--- config.mk ---
export PLATFORM = sky130hd
export DESIGN_NAME = result_display_scanner
export DESIGN_NICKNAME = d
export VERILOG_FILES = /design/src/rtl/disp_pkg.sv /design/src/rtl/hex_to_seg.sv /design/src/rtl/result_display_scanner.sv
export SDC_FILE = /design/constraint.sdc
export NUM_CORES = 1
export LEC_CHECK = 0
export CAP_MARGIN = 20
export CORE_UTILIZATION = 50
export CTS_CLUSTER_DIAMETER = 50
export DETAILED_ROUTE_END_ITERATION = 16
export PLACE_DENSITY = 0.73
export SETUP_SLACK_MARGIN = 0.05
export SLEW_MARGIN = 0
export SYNTH_ARGS = -nofsm -noshare
export SYNTH_HDL_FRONTEND = slang
export SYNTH_SLANG_ARGS = --single-unit
--- constraint.sdc ---
create_clock -name clk -period 5.4 [get_ports clk]
set_clock_uncertainty 0.15 [all_clocks]
set_input_delay 1.62 -clock clk [delete_from_list [all_inputs] [get_ports clk]]
set_output_delay 1.62 -clock clk [all_outputs]
set_load 0.03 [all_outputs]
--- src/rtl/disp_pkg.sv ---
// Shared display constants: blank pattern, hex-to-7-segment table and width helpers.
package disp_pkg;

   // All segments off on a common-anode display (active-low).
   localparam logic [6:0] SEG_BLANK = 7'h7F;

   // Active-low {g,f,e,d,c,b,a} patterns for hex digits 0..F.
   localparam logic [6:0] HEX7_TABLE [16] = '{
      7'h40, 7'h79, 7'h24, 7'h30, 7'h19, 7'h12, 7'h02, 7'h78,
      7'h00, 7'h10, 7'h08, 7'h03, 7'h46, 7'h21, 7'h06, 7'h0E
   };

   // Width of the digit scan index for a given digit count.
   function automatic int idx_width(input int digits);
      return $clog2(digits);
   endfunction

   // Width of the history fill count, which must hold 0..digits.
   function automatic int fill_width(input int digits);
      return $clog2(digits + 1);
   endfunction

   // Widths for the default 4-digit display.
   localparam int IDX_W_DEF  = 2;
   localparam int FILL_W_DEF = 3;

endpackage

--- src/rtl/hex_to_seg.sv ---
// Combinational 4-bit value to active-low 7-segment pattern lookup.
module hex_to_seg
   import disp_pkg::*;
(
   input  logic [3:0] val_i,
   output logic [6:0] seg_o
);

   assign seg_o = HEX7_TABLE[val_i];

endmodule

--- src/rtl/result_display_scanner.sv ---
// Keeps the last DIGITS ALU results and scans them onto a multiplexed
// common-anode 7-segment display; digit 0 always shows the newest result.
module result_display_scanner
   import disp_pkg::*;
#(
   parameter int CLK_DIV = 100000,
   parameter int DIGITS  = 4,
   parameter int DATA_W  = 4
) (
   input  logic              clk,
   input  logic              rst,
   input  logic              en,
   input  logic              clear,
   input  logic              result_valid,
   input  logic [DATA_W-1:0] result_in,
   output logic [6:0]        seg,
   output logic              dp,
   output logic [DIGITS-1:0] an,
   output logic [2:0]        fill
);

   localparam int PRE_W  = $clog2(CLK_DIV);
   localparam int IDX_W  = idx_width(DIGITS);
   localparam int FILL_W = fill_width(DIGITS);

   logic [PRE_W-1:0]  pre_q, pre_d;
   logic [IDX_W-1:0]  idx_q, idx_d;
   logic [FILL_W-1:0] fill_q, fill_d;
   logic [DATA_W-1:0] hist_q [DIGITS];
   logic [DATA_W-1:0] hist_d [DIGITS];
   logic [6:0]        seg_q, seg_d;
   logic              dp_q, dp_d;
   logic [DIGITS-1:0] an_q, an_d;
   logic              tick;
   logic              lit;
   logic [6:0]        hex_seg;

   // Decode the history entry currently selected by the scan index.
   hex_to_seg u_hex_to_seg (
      .val_i (hist_q[idx_q]),
      .seg_o (hex_seg)
   );

   // Prescaler, scan index and history next-state.
   always_comb begin
      tick  = (pre_q == PRE_W'(CLK_DIV - 1));
      pre_d = tick ? '0 : pre_q + 1'b1;
      idx_d = idx_q;
      if (tick)
         idx_d = (idx_q == IDX_W'(DIGITS - 1)) ? '0 : idx_q + 1'b1;

      fill_d = fill_q;
      for (int i = 0; i < DIGITS; i++)
         hist_d[i] = hist_q[i];
      // Clear has priority over a coincident capture.
      if (clear) begin
         fill_d = '0;
         for (int i = 0; i < DIGITS; i++)
            hist_d[i] = '0;
      end else if (result_valid) begin
         hist_d[0] = result_in;
         for (int i = 1; i < DIGITS; i++)
            hist_d[i] = hist_q[i-1];
         if (fill_q != FILL_W'(DIGITS))
            fill_d = fill_q + 1'b1;
      end
   end

   // Display drive derived from the pre-edge index, history and fill.
   always_comb begin
      lit   = (FILL_W'(idx_q) < fill_q);
      an_d  = lit ? ~(DIGITS'(1) << idx_q) : '1;
      seg_d = lit ? hex_seg : SEG_BLANK;
      dp_d  = !((idx_q == '0) && (fill_q != '0));
   end

   // State and output registers; en low freezes everything.
   always_ff @(posedge clk or negedge rst) begin
      if (!rst) begin
         pre_q  <= '0;
         idx_q  <= '0;
         fill_q <= '0;
         for (int i = 0; i < DIGITS; i++)
            hist_q[i] <= '0;
         seg_q  <= SEG_BLANK;
         dp_q   <= 1'b1;
         an_q   <= '1;
      end else if (en) begin
         pre_q  <= pre_d;
         idx_q  <= idx_d;
         fill_q <= fill_d;
         for (int i = 0; i < DIGITS; i++)
            hist_q[i] <= hist_d[i];
         seg_q  <= seg_d;
         dp_q   <= dp_d;
         an_q   <= an_d;
      end
   end

   assign seg  = seg_q;
   assign dp   = dp_q;
   assign an   = an_q;
   // The fill port is 3 bits; counts above 7 (DIGITS=8 when full) do not fit.
   assign fill = 3'(fill_q);

endmodule

==> results summary <==
The path class of the tightest hold or removal check is flop to flop. The startpoint type of the worst setup path is an input port. The overall power came out at 0.969 mW.

In this run the tool buffered the top-level ports with 23 buffer cells. The required time of the worst setup path is roughly 5.4 ns. The number of buffers added to fix hold violations after cts came out at 0. The final-report max-slew violation count was 0.

The number of library cell types mapped by synthesis is 47. Multiplexer cells account for 5.93% of the synthesized area. In the final layout, the multi-input gates occupy 1290 um^2. Averaged over all synthesized cells, the footprint is 10.2 um^2.

The number of diodes added for antenna fixing is 0. The layout overhead on the synthesized area is 15.3%. The number of rows in the core area is 26. The post-route clock period utilization came out at approximately two thirds. The startpoint identified for the worst hold timing path is hist_q[3]$_DFFE_PN0P_. The starting density of the core is 51.6%. The number of antenna violations at the first check in global routing came to 0. The placed instances occupy a cell area of 2930 um^2. Max-cap violations in this run came to 0. The post-route standard cell area excluding fillers is slightly above 3000 um^2.

The number of buffers created by CTS is 5. The core box area came out at a little over 5000 um^2. The count of synthesis-stage warnings from yosys is 0. The critical path start-end classification is input port to flop. The post-CTS setup-driven buffer insertion count came out at 0.

The most frequently used flop master after synthesis is dfrtp_1. The sequential cells in the finished layout cover a total of 1270 um^2. In this run the worst path has a maximum fanout of 27. The worst pin sits at a relative slew slack of a little under three fifths. STA classifies the critical path endpoint as a flop. The per-cell via count in the routed design is 5.28. The critical path starts at en. The count of state elements after synthesis is 50. In this run the number of H-tree levels came out at 2. The number of nets in the synthesized netlist is 281.

The total of endpoints with negative setup slack in the final report came out at 0. The fraction of final layout cells with drive strength greater than 1 came out at 13.1%. Dividing total power by cell area gives a power density of about 320 nW/um^2. The number of detailed-route iterations in the first pass came out at 4.

The placer congestion estimate came out at roughly 0.8. The clock-pin transition on the worst setup and hold timing paths came out at 0.09 ns. The delay of the slowest cell on the worst path is 0.48 ns. The number of top-level pins came out at 24. Summing the areas of all compound-gate instances in the mapped netlist gives about 12% of the synthesized area.

The detailed-route wire length per cell came out at roughly 13 um. The number of enable flip-flop cells after synthesis came out at 0. The tightest hold path in the finished design has a slack of 0.334 ns. The total overflow left after global routing is 0.

Timing analysis after detailed placement gives a worst setup slack of 1.54 ns. The run finished with clean final reports. Walking the worst path, the cells encountered are clkdlybuf4s50_1, buf_4, and3_2, nand3_1, nor2_1, mux2_2. After synthesis, the largest family of logic cells by area is simple AND/OR/NAND/NOR gates. The worst setup margin is 1.86 ns.

The maximum clock path buffer count came out at 2. The global-route wire length before repair is just under 8 mm. In this run the vertical extent of the chip is 74.6 um. The transition at the pin with the smallest max-transition slack came out at 0.650 ns. The clock net in this run drives a total of 50 sinks. The die width came out at 74.6 um. The root buffer selected by CTS is clkbuf_8.

In this run, the number of DRC markers left after iteration 0 of detailed routing was ~140. The total global-route track usage is 18.2%. Entering global routing, the biggest net connects about 50 pins. The synthesized area is 2640 um^2. The HPWL after detailed placement is roughly 3.3 mm.

The via count of the first global-routing pass came out at 1,594. The launch point of the worst reg-to-reg path is idx_q[0]$_DFFE_PN0P_. The final critical delay including setup and external delays is around 3.5 ns. The post-cts repair resize count is 0.

The sum of negative setup slack came out at 0 ns. The leakage power of the design is 1.26 nW. The worst-case IR drop observed on VDD is approximately 150 uV. The final cell count without fillers is around 350. Broken down by cell family, the worst path's largest delay share belongs to simple AND/OR/NAND/NOR gates. The achievable frequency is approximately 280 MHz.

The via count came out at about 1,900. In the synthesized netlist, the number of instances is 258. Setup repair after global routing left no endpoint under its margin. The count of buffering cells on the critical path with inverters included is 2. The detailed-route DRC error count is 0. The clock insertion delay at the later pin of the skew report is 0.30 ns. Of the synthesized area, sequential elements account for between 40% and 50%. The number of hold-slack violations in the final timing report came to 0. Fill cells in the final layout number between 400 and 500. The floorplan step defined a die boundary enclosing 5570 um^2.

The synthesized netlist devotes 4.32% of its cell area to XOR and XNOR gates. The aggregate routed wire length came out at 4.63 mm. The slowest stage of the critical path is the nor2_1 cell. The total placed cells including tap cells is 344.

For this run, asynchronously set or reset flops after synthesis account for 100%. The post-synthesis share of cell area spent on full adders, half adders and majority gates came out at 6.64%. The TritonCTS clock tree is done. Summing the areas of all and, or, nand and nor instances in the mapped netlist gives 19.9% of the synthesized area. The data arrival time at the worst-slack endpoint came out at roughly 3.6 ns. The count of nets left with antenna violations once routing finished came out at 0. Measured on the finished design, the core utilization comes to 59.5%. The net count of the finished layout is around 300.
==> where the power goes <==
part | switching (mW) | internal (mW)
Sequential | 0.0556 | 0.434
Clock | 0.120 | 0.130
Combinational | 0.126 | 0.104
Total | 0.301 | 0.668
==> routing by layer <==
layer  track usage [%]  wire length [um]  vias to the layer above
met3              3.21               148                        6
met5                 0                 0                        -
li1                  -                 -                      940
met1              29.0              2440                      881
met4              5.66                61                        0
met2              24.9              1980                       33
==> tightest hold or removal path, stage by stage (launching register included) <==
cell and delay (ns):
dfrtp_1 0.35, nand2_1 0.05, o21ai_0 0.06
==> registers in the layout, indices dropped and copies added (netlist names) <==
signal	count
seg	7
idx_q	2
dp	1
an	4
pre_q	17
hist_q	16
fill	3
==> layout make-up <==
| type | instances | share of cell area, % |
|---|---|---|
| Timing Repair Buffer | 26 | 8.15 |
| Inverter | 11 | 1.36 |
| Clock buffer | 8 | 3.62 |
| Multi-Input combinational cell | 187 | 42.3 |
| Sequential cell | 50 | 41.6 |
| Tap cell | 70 | 2.88 |
==> placed cells by master (no fill, tap or decap), drive strengths merged, types with 8 or more instances in the layout <==
cell | synthesis | layout
nor2 | 18 | 18
o21ai | 20 | 20
xnor2 | 10 | 10
dfstp | 12 | 12
inv | 11 | 11
clkbuf | 6 | 8
nand2 | 32 | 32
nand2b | 22 | 22
clkdlybuf4s50 | 0 | 22
ha | 14 | 14
a21oi | 11 | 11
dfrtp | 38 | 38
==> synthesized netlist by cell type (all sizes together) (2+ instances only) <==
cell,instances,area (um^2)
a21boi,2,15.0
a21oi,11,55.1
a31oi,2,12.5
and3,3,20.0
buf,4,18.8
clkbuf,6,22.5
dfrtp,38,951
dfstp,12,315
ha,14,175
inv,11,41.3
mux2,3,33.8
mux4,5,113
nand2,32,120
nand2b,22,138
nand3,7,47.6
nand4,3,18.8
nor2,18,67.6
nor3,2,10.0
nor4,2,12.5
nor4b,2,17.5
o211ai,2,15.0
o21a,2,15.0
o21ai,20,100
o22a,2,17.5
o22ai,2,12.5
o32a,3,30.0
or2,2,12.5
xnor2,10,87.6
xor2,3,26.3
==> cell families (layout without fill, tap and decap cells) <==
group	Yosys count	in the layout
and+or+nand+nor	100	100
AOI/OAI and AO/OA	51	51
DFF	50	50
buffers and inverters	21	45
adders and majority gates	14	14
xor gates and xnor gates	13	13
muxes	9	9
==> final timing paths <==
kind / slack (ns) / depth (start not counted) / end
setup / recovery: 1.86 / 6 / idx_q[0]$_DFFE_PN0P_
min in group asynchronous: 1.25 / 2 / pre_q[13]$_DFFE_PN0P_
hold reg to reg: 0.33 / 2 / hist_q[3]$_DFFE_PN0P_
setup reg to reg: 2.98 / 6 / seg[3]$_DFFE_PN1P_
max in group asynchronous: 3.42 / 2 / hist_q[0]$_DFFE_PN0P_
hold / removal: 0.33 / 2 / hist_q[3]$_DFFE_PN0P_
(Power assumes the default switching activity.)
